[config.mk]
export PLATFORM = sky130hd
export DESIGN_NAME = approx_dot_accumulator_flat
export DESIGN_NICKNAME = d
export VERILOG_FILES = /design/src/rtl/approx_dot_accumulator_if.sv /design/src/rtl/approx_dot_accumulator.sv /design/src/flat_wrapper.sv
export SDC_FILE = /design/constraint.sdc
export NUM_CORES = 1
export LEC_CHECK = 0
export CAP_MARGIN = 20
export CORE_ASPECT_RATIO = 2
export CORE_MARGIN = 2
export CORE_UTILIZATION = 35
export DETAILED_ROUTE_END_ITERATION = 16
export DONT_BUFFER_PORTS = 1
export PLACE_DENSITY = 0.57
export SLEW_MARGIN = 20
export SYNTH_ARGS = -nofsm -noshare
export SYNTH_HDL_FRONTEND = slang
export SYNTH_SLANG_ARGS = --single-unit
[constraint.sdc]
create_clock -name clk -period 5.64 [get_ports clk]
set_input_delay 0.564 -clock clk [delete_from_list [all_inputs] [get_ports clk]]
set_output_delay 0.564 -clock clk [all_outputs]
set_load 0.01 [all_outputs]
[src/rtl/approx_dot_accumulator_if.sv]
// Beat-in / result-out bundle of the approximate dot-product accumulator.
interface approx_dot_accumulator_if #(
    parameter int unsigned WIDTH     = 8,
    parameter int unsigned ACC_WIDTH = 32,
    parameter int unsigned CNT_WIDTH = 8
);
    logic [2*WIDTH-1:0]   prod;
    logic                 prod_neg;
    logic                 prod_last;
    logic                 prod_valid;
    logic                 prod_ready;
    logic [ACC_WIDTH-1:0] out_data;
    logic                 out_sat;
    logic [CNT_WIDTH-1:0] out_count;
    logic                 out_valid;
    logic                 out_ready;

    // Product source and result sink side.
    modport master (
        output prod, prod_neg, prod_last, prod_valid, out_ready,
        input  prod_ready, out_data, out_sat, out_count, out_valid
    );

    // Accumulator side.
    modport slave (
        input  prod, prod_neg, prod_last, prod_valid, out_ready,
        output prod_ready, out_data, out_sat, out_count, out_valid
    );
endinterface

[src/rtl/approx_dot_accumulator.sv]
// Saturating signed reduction of sign-magnitude products into one result per vector.
module approx_dot_accumulator #(
    parameter int unsigned WIDTH     = 8,
    parameter int unsigned ACC_WIDTH = 32,
    parameter int unsigned CNT_WIDTH = 8
) (
    input logic                    clk,
    input logic                    rst_n,
    approx_dot_accumulator_if.slave bus
);
    localparam int unsigned SUM_W = ACC_WIDTH + 1;
    localparam logic [ACC_WIDTH-1:0] ACC_MAX = {1'b0, {(ACC_WIDTH-1){1'b1}}};
    localparam logic [ACC_WIDTH-1:0] ACC_MIN = {1'b1, {(ACC_WIDTH-1){1'b0}}};
    localparam logic [CNT_WIDTH-1:0] CNT_MAX = {CNT_WIDTH{1'b1}};

    // The sum of two in-range terms must fit SUM_W bits for the overflow test to hold.
    if (ACC_WIDTH < 2 * WIDTH + 1) begin : g_bad_acc_width
        $error("ACC_WIDTH must be at least 2*WIDTH+1");
    end

    logic [ACC_WIDTH-1:0] acc_q, acc_d;
    logic                 sticky_q, sticky_d;
    logic [CNT_WIDTH-1:0] cnt_q, cnt_d;
    logic                 first_q, first_d;
    logic [ACC_WIDTH-1:0] out_data_q, out_data_d;
    logic                 out_sat_q, out_sat_d;
    logic [CNT_WIDTH-1:0] out_count_q, out_count_d;
    logic                 out_valid_q, out_valid_d;

    logic                 ready_c;
    logic                 accept_c;
    logic [SUM_W-1:0]     term_c;
    logic [SUM_W-1:0]     base_c;
    logic [SUM_W-1:0]     sum_c;
    logic                 pos_ovf_c;
    logic                 neg_ovf_c;
    logic                 sat_now_c;
    logic [ACC_WIDTH-1:0] clamped_c;
    logic [CNT_WIDTH-1:0] cnt_inc_c;

    // Input ready follows the output slot: free, or being drained this cycle.
    always_comb begin
        ready_c  = ~out_valid_q | bus.out_ready;
        accept_c = bus.prod_valid & ready_c;
    end

    // Signed add of the current term onto the running sum, clamped to ACC_WIDTH.
    always_comb begin
        term_c    = bus.prod_neg ? (SUM_W'(0) - SUM_W'(bus.prod)) : SUM_W'(bus.prod);
        base_c    = first_q ? '0 : {acc_q[ACC_WIDTH-1], acc_q};
        sum_c     = base_c + term_c;
        pos_ovf_c = ~sum_c[SUM_W-1] &  sum_c[SUM_W-2];
        neg_ovf_c =  sum_c[SUM_W-1] & ~sum_c[SUM_W-2];
        sat_now_c = pos_ovf_c | neg_ovf_c;
        if (pos_ovf_c) begin
            clamped_c = ACC_MAX;
        end else if (neg_ovf_c) begin
            clamped_c = ACC_MIN;
        end else begin
            clamped_c = sum_c[ACC_WIDTH-1:0];
        end
        cnt_inc_c = (cnt_q == CNT_MAX) ? CNT_MAX : cnt_q + CNT_WIDTH'(1);
    end

    // Next state: accumulate non-last beats, publish on the last beat, drain on handshake.
    always_comb begin
        acc_d       = acc_q;
        sticky_d    = sticky_q;
        cnt_d       = cnt_q;
        first_d     = first_q;
        out_data_d  = out_data_q;
        out_sat_d   = out_sat_q;
        out_count_d = out_count_q;
        out_valid_d = out_valid_q & ~bus.out_ready;
        if (accept_c) begin
            if (bus.prod_last) begin
                out_data_d  = clamped_c;
                out_sat_d   = sticky_q | sat_now_c;
                out_count_d = cnt_inc_c;
                out_valid_d = 1'b1;
                acc_d       = '0;
                sticky_d    = 1'b0;
                cnt_d       = '0;
                first_d     = 1'b1;
            end else begin
                acc_d       = clamped_c;
                sticky_d    = sticky_q | sat_now_c;
                cnt_d       = cnt_inc_c;
                first_d     = 1'b0;
            end
        end
    end

    // State and output registers.
    always_ff @(posedge clk or negedge rst_n) begin
        if (!rst_n) begin
            acc_q       <= '0;
            sticky_q    <= 1'b0;
            cnt_q       <= '0;
            first_q     <= 1'b1;
            out_data_q  <= '0;
            out_sat_q   <= 1'b0;
            out_count_q <= '0;
            out_valid_q <= 1'b0;
        end else begin
            acc_q       <= acc_d;
            sticky_q    <= sticky_d;
            cnt_q       <= cnt_d;
            first_q     <= first_d;
            out_data_q  <= out_data_d;
            out_sat_q   <= out_sat_d;
            out_count_q <= out_count_d;
            out_valid_q <= out_valid_d;
        end
    end

    assign bus.prod_ready = ready_c;
    assign bus.out_data   = out_data_q;
    assign bus.out_sat    = out_sat_q;
    assign bus.out_count  = out_count_q;
    assign bus.out_valid  = out_valid_q;
endmodule

[src/flat_wrapper.sv]
// flat-port wrapper written by rule: the top's interface ports become plain ports
module approx_dot_accumulator_flat 
#(
    parameter int unsigned WIDTH     = 8,
    parameter int unsigned ACC_WIDTH = 32,
    parameter int unsigned CNT_WIDTH = 8
)
  (clk, rst_n, bus_prod, bus_prod_neg, bus_prod_last, bus_prod_valid, bus_out_ready, bus_prod_ready, bus_out_data, bus_out_sat, bus_out_count, bus_out_valid);
  approx_dot_accumulator_if #(.WIDTH(WIDTH), .ACC_WIDTH(ACC_WIDTH), .CNT_WIDTH(CNT_WIDTH)) bus_i ();
  input logic clk;
  input logic rst_n;
  input wire logic [$bits(bus_i.prod)-1:0] bus_prod;
  input wire logic [$bits(bus_i.prod_neg)-1:0] bus_prod_neg;
  input wire logic [$bits(bus_i.prod_last)-1:0] bus_prod_last;
  input wire logic [$bits(bus_i.prod_valid)-1:0] bus_prod_valid;
  input wire logic [$bits(bus_i.out_ready)-1:0] bus_out_ready;
  output wire logic [$bits(bus_i.prod_ready)-1:0] bus_prod_ready;
  output wire logic [$bits(bus_i.out_data)-1:0] bus_out_data;
  output wire logic [$bits(bus_i.out_sat)-1:0] bus_out_sat;
  output wire logic [$bits(bus_i.out_count)-1:0] bus_out_count;
  output wire logic [$bits(bus_i.out_valid)-1:0] bus_out_valid;
  assign bus_i.prod = bus_prod;
  assign bus_i.prod_neg = bus_prod_neg;
  assign bus_i.prod_last = bus_prod_last;
  assign bus_i.prod_valid = bus_prod_valid;
  assign bus_i.out_ready = bus_out_ready;
  assign bus_prod_ready = bus_i.prod_ready;
  assign bus_out_data = bus_i.out_data;
  assign bus_out_sat = bus_i.out_sat;
  assign bus_out_count = bus_i.out_count;
  assign bus_out_valid = bus_i.out_valid;
  approx_dot_accumulator #(.WIDTH(WIDTH), .ACC_WIDTH(ACC_WIDTH), .CNT_WIDTH(CNT_WIDTH)) u_core (.clk(clk), .rst_n(rst_n), .bus(bus_i));
endmodule
### After elaboration in Yosys (flattened, before gate mapping)

Cells that the tools add are included.

* $add $sub $neg: 3
* equal/unequal tests: 1
* mux-type cells: 11
* bitwise logic cells: 11
* reduce and logical (&&, ||, !) cells: 1

Operator list (number)
* 32-bit 2-to-1 mux: 3
* 33-bit 2-to-1 mux: 2
* 33-bit adder: 1
* 1-bit by 16-bit subtractor with 17-bit output, first input constant: 1
* 8-bit 2-to-1 mux: 2
* 8-bit by 1-bit adder with 8-bit output, second input constant: 1
* 8-bit equality test, second input constant: 1
* 1-bit bitwise AND: 4
* 1-bit 2-to-1 mux: 4
* 1-bit NOT: 4
* 1-bit bitwise OR: 3
* 2-bit AND reduction: 1

* register bits after elaboration: 84
* input port bits: 22
* output and inout port bits: 43

### Depth between registers and ports, before layout

Gate-level depths: netlist (run 1).

* word-level depth: 8
* depth in mapped cells: 23
* depth with buffers taken out: 22

### Least setup slack after synthesis (run 1)

Ideal clock, no wire load.

* path kind: input-to-reg
* from: input port bus_prod[1]
* to: register u_core.acc_q[30]
* setup time: 66 ps
* arrival time: 5359 ps
* required time: 5574 ps
* setup slack: 215 ps
* stages: 22
* buffers on the path: 4
* path through: inv_1 > ha_1 > nand2_1 > or3_1 > nand2b_1 > or4_1 > o41a_1 > ha_1 > clkbuf_1 > and3_1 > nand2_1 > or4_1 > o221ai_1 > nand4_1 > a41o_1 > inv_2 > ha_1 > clkbuf_1 > and3_1 > clkbuf_1 > clkbuf_1 > a221o_1

* word-level cells in the longest chain between the ends: 8
* elaborated cells on any way between the ends: 10

RTL lines
* start: declaration: line flat_wrapper.sv:12 `input wire logic [$bits(bus_i.prod)-1:0] bus_prod;`
* 1-bit by 16-bit subtractor with 17-bit output: line approx_dot_accumulator.sv:49 `term_c = bus.prod_neg ? (SUM_W'(0) - SUM_W'(bus.prod)) : SUM_W'(bus.prod);`
* 33-bit 2-to-1 mux *: line approx_dot_accumulator.sv:49
* 33-bit adder *: line approx_dot_accumulator.sv:51 `sum_c = base_c + term_c;`
* 1-bit NOT: line approx_dot_accumulator.sv:53 `neg_ovf_c = sum_c[SUM_W-1] & ~sum_c[SUM_W-2];`
* 1-bit bitwise AND: line approx_dot_accumulator.sv:53
* 32-bit 2-to-1 mux: line approx_dot_accumulator.sv:57 `end else if (neg_ovf_c) begin`
* 32-bit 2-to-1 mux *: line approx_dot_accumulator.sv:55 `if (pos_ovf_c) begin`
* 32-bit 2-to-1 mux *: line approx_dot_accumulator.sv:76 `if (bus.prod_last) begin`
* end signal: assignment: line approx_dot_accumulator.sv:97 `acc_q <= '0;`
* end signal: assignment: line approx_dot_accumulator.sv:106 `acc_q <= acc_d;`
* end: declaration: line approx_dot_accumulator.sv:21 `logic [ACC_WIDTH-1:0] acc_q, acc_d;`

Every way passes the cells marked *; elsewhere a longest branch is shown, timed or not.
A chain may end at the register's enable or synchronous reset.

### Worst setup path in the final report (run 1)

* from: input port bus_prod[1]
* to: register u_core.out_data_q[21], in the netlist u_core.bus.out_data[21]

* word-level cells in the longest chain between the ends: 7
* elaborated cells on any way between the ends: 9

RTL lines
* 1-bit by 16-bit subtractor with 17-bit output: line approx_dot_accumulator.sv:49
* 33-bit 2-to-1 mux *: line approx_dot_accumulator.sv:49
* 33-bit adder *: line approx_dot_accumulator.sv:51
* 1-bit NOT: line approx_dot_accumulator.sv:53
* 1-bit bitwise AND: line approx_dot_accumulator.sv:53
* 32-bit 2-to-1 mux: line approx_dot_accumulator.sv:57
* 32-bit 2-to-1 mux *: line approx_dot_accumulator.sv:55
* end signal: assignment: line approx_dot_accumulator.sv:110 `out_data_q <= out_data_d;`
* end: declaration: line approx_dot_accumulator.sv:25 `logic [ACC_WIDTH-1:0] out_data_q, out_data_d;`

Marks and branches as above.

==> results of run 1 <==
area by class of cell:
class                           count  area share
Multi-Input combinational cell    530      0.5403
Clock buffer                        9     0.03574
Tap cell                          204     0.04051
Inverter                           13    0.007744
Clock inverter                      7     0.01648
Timing Repair Buffer               17     0.02542
Sequential cell                    84      0.3338
registers in the layout, summed over array words and instances, names as in the netlist:
register	cells
u_core.acc_q	32
u_core.bus.out_data	32
u_core.bus.out_count	8
u_core.cnt_q	8
u_core.bus.out_sat	1
u_core.bus.out_valid	1
u_core.first_q	1
u_core.sticky_q	1
cell families (layout without fill, tap and decap cells):
logic type	count (synthesis)	in the layout	synth area share
multiplexers	2	2	0.003727
XOR/XNOR	46	46	0.07060
flip-flops	84	84	0.3686
AO/OA/AOI/OAI	213	213	0.2425
buffers and inverters	53	46	0.03574
adder cells (fa/ha/maj)	39	39	0.08682
AND/OR/NAND/NOR	230	230	0.1921
metal layers:
| layer | part of all wire | wire length, µm |
|---|---|---|
| met2 | 0.51 | 7645 |
| met4 | 0.020 | 306 |
| met3 | 0.048 | 717 |
| met5 | 0.00086 | 13 |
| met1 | 0.42 | 6400 |
worst register-to-register path: cells and delay by family, from the launching register on:
kind | cells | cell delay (ns)
multiplexers | 1 | 0.26
adder cells (fa/ha/maj) | 2 | 0.60
XOR/XNOR | 1 | 0.17
AND/OR/NAND/NOR | 3 | 0.41
AO/OA/AOI/OAI | 7 | 1.39
buffers and inverters | 3 | 0.74
flip-flops | 1 | 0.70
cells in the final DEF (no fill, tap or decap), types with 8 or more instances in the layout:
cell type	count
a21o_1	22
a21oi_1	63
a221o_1	16
and3_1	8
buf_4	15
clkbuf_16	9
dfrtp_1	83
ha_1	38
inv_1	12
nand2_1	87
nand3_1	11
nand4_1	8
nor2_1	49
nor2b_1	34
o21ai_0	55
xnor2_1	30
xor2_1	16
metrics by stage:
stage	power [mW]	util	instances	hold WS (ns)	setup slack, ns
after global placement	2.453	0.3692	847	0.2712	0.1502
after detailed placement	2.466	0.3692	847	0.2705	0.07731
after global routing	3.390	0.3913	864	0.04240	0.1265
after CTS	3.156	0.3913	864	0.04876	0.4738
after floorplan	2.084	-	667	0.2684	0.2145
final	3.133	0.3913	864	0.05874	0.4605
worst max path at each step:
stage	start	to	slack [ns]
final	bus_prod[1]	u_core.bus.out_data[21]	0.46
after floorplan	bus_prod[1]	u_core.acc_q[30]	0.21
after detailed placement	bus_prod[1]	u_core.bus.out_data[21]	0.08
after CTS	bus_prod[1]	u_core.bus.out_data[21]	0.47
after global placement	bus_prod[1]	u_core.bus.out_data[23]	0.15
after global routing	bus_prod[1]	u_core.bus.out_data[2]	0.13
power groups by stage:
stage / sequential, mW / clock, mW / combinational, mW
global placement: 1.06 / 0 / 1.39
finish: 1.05 / 0.661 / 1.42
detailed placement: 1.06 / 0 / 1.41
global route: 1.09 / 0.703 / 1.60
floorplan: 1.00 / 0 / 1.08
CTS: 1.06 / 0.675 / 1.42
==> metrics, run 1 <==
status=finished clean; period utilization=0.9184; CTS root buffer=clkbuf_16; Routed Wire Length=approximately 15000 µm; Nets=716; Area after DPL=between 5000 and 6000 µm²; FMAX=about 190 MHz; DR vias/cell=roughly 5.5; critical-path maximum fanout=13; crit start category=input pin; area grow syn2layout=10.41%; 1st-pass router iterations=5; most common cell in the netlist=nand2_1; busiest grt layer=met2; Worst Max-Slew Pin Slew=a little over 1 ns; clock sinks=84; Hold Crit Class=input pin to asynchronous set/reset pin; number of diodes=0; clock group share of total power=0.211; largest net degree at the start of global routing=84; sequential area share after synthesis=0.3686; setup TNS=0 ns; Worst R2R End=u_core.bus.out_data[2]; maximum VDD drop=between 0.2 and 0.25 mV; synthesized area per cell=around 8.6 µm²; die area=around 17000 µm²; post-route ant nets=0; initial antenna violation count=1; hpwl dp=~11000 µm; CTS tree=yes; Clock Pin Slew Worst Setup and Hold Paths=roughly 0.07 ns; Largest stage delay, worst path=approximately 0.56 ns; Cell Chain, Critical Path=inv_1 > ha_1 > nand2_1 > or3_1 > nand2b_1 > or4_1 > o41a_1 > buf_4 > ha_1 > a21oi_2 > o21ai_0 > nand3_1 > a21oi_1 > a211oi_1 > o221ai_1 > nand4_1 > a41o_1 > inv_2 > ha_1 > or3_1 > a21oi_1 > nor2_1; prevailing post-synth register cell=dfrtp_1; Post-synth EDFFs=0; share of the synthesized area in the top cell type=0.3640; layout cell share with drive strength beyond 1=0.07727; met3 Track Usage GR=0.04211; fill cell count=about 1600; Netlist cell types=between 60 and 70; Setup Fix Bufs, Post-CTS=0; max_slew headroom=0.3068; cells after synthesis=about 670; worst r2r path cells=17; global-route met1 utilization=0.2242; row count=between 60 and 70; Die Wd=about 94 µm; combinational share of power=0.454; starting density of the core=0.3544; total global routing overflow=0; Worst Clk Skew=about 0.011 ns; DR WL/cell=~17 µm; sw power=approximately 1.3 mW; Post-Syn Area=around 5700 µm²; met2 Use GR=0.3174; cts bufs inserted=9; synth cell count leaders=nand2_1, dfrtp_1, a21oi_1; placer's final routability congestion estimate=slightly above 0.9; Pwr Density=497.2 nW/µm²; RSZ-0062 raised after global routing=false; Tmin final=just over 5 ns; P_int=between 1.5 and 2 mW; cts repair resizes=0; global-route wire length before repair=around 25000 µm; Slowest-stage cell, CP=or3_1; crit end category=flip-flop; Residual DRC=0; max_cap viols=0; synthesis-stage register bit count=84; crit path kind=input pin to flip-flop; clock buffer depth=2; Syn Nets=between 700 and 800; cell family with most CP delay=simple AND/OR/NAND/NOR gates; WP buf/inv=3; switch share=0.4159; initial drt markers=227; Finished Cell Area=about 6300 µm²; area occupied by multi-input gates=~3400 µm²; via count=between 4000 and 5000; H-tree depth=3; Leak=around 2.9 nW; most frequent CP cell=ha_1; # port buffers=0; CP Data Required Time=5.87 ns; worst reg2reg startpoint=u_core.first_q; Synth warnings=0; Final setup viols=0; CTS hold repair buffers=1; all-layer global routing usage=0.1836; height of the die=roughly 180 µm; Register Area=approximately 2100 µm²; crit path DAT=5.41 ns; vias in the first global route=about 4800; Core Area=16100 µm²; Yosys top cell by area=dfrtp_1; Critical Path Stages=22; FF-to-FF setup slack=between 1 and 1.5 ns; ranking of synthesized cells by area=dfrtp_1, ha_1, nand2_1; Worst-Skew Late Latency=roughly 0.35 ns; Hold Fails Final Rpt=0; asr flop ratio synth=1.000; I/O pin total=between 60 and 70; fin. max-slew vios=0; Sequential Power Share=0.335
(Power assumes the default switching activity.)
==> run 2: changes to the inputs <==
- SLEW_MARGIN: 20 -> 0
==> results of run 2 <==
No change in the layout: final DEF, timing and power equal those of run 1.
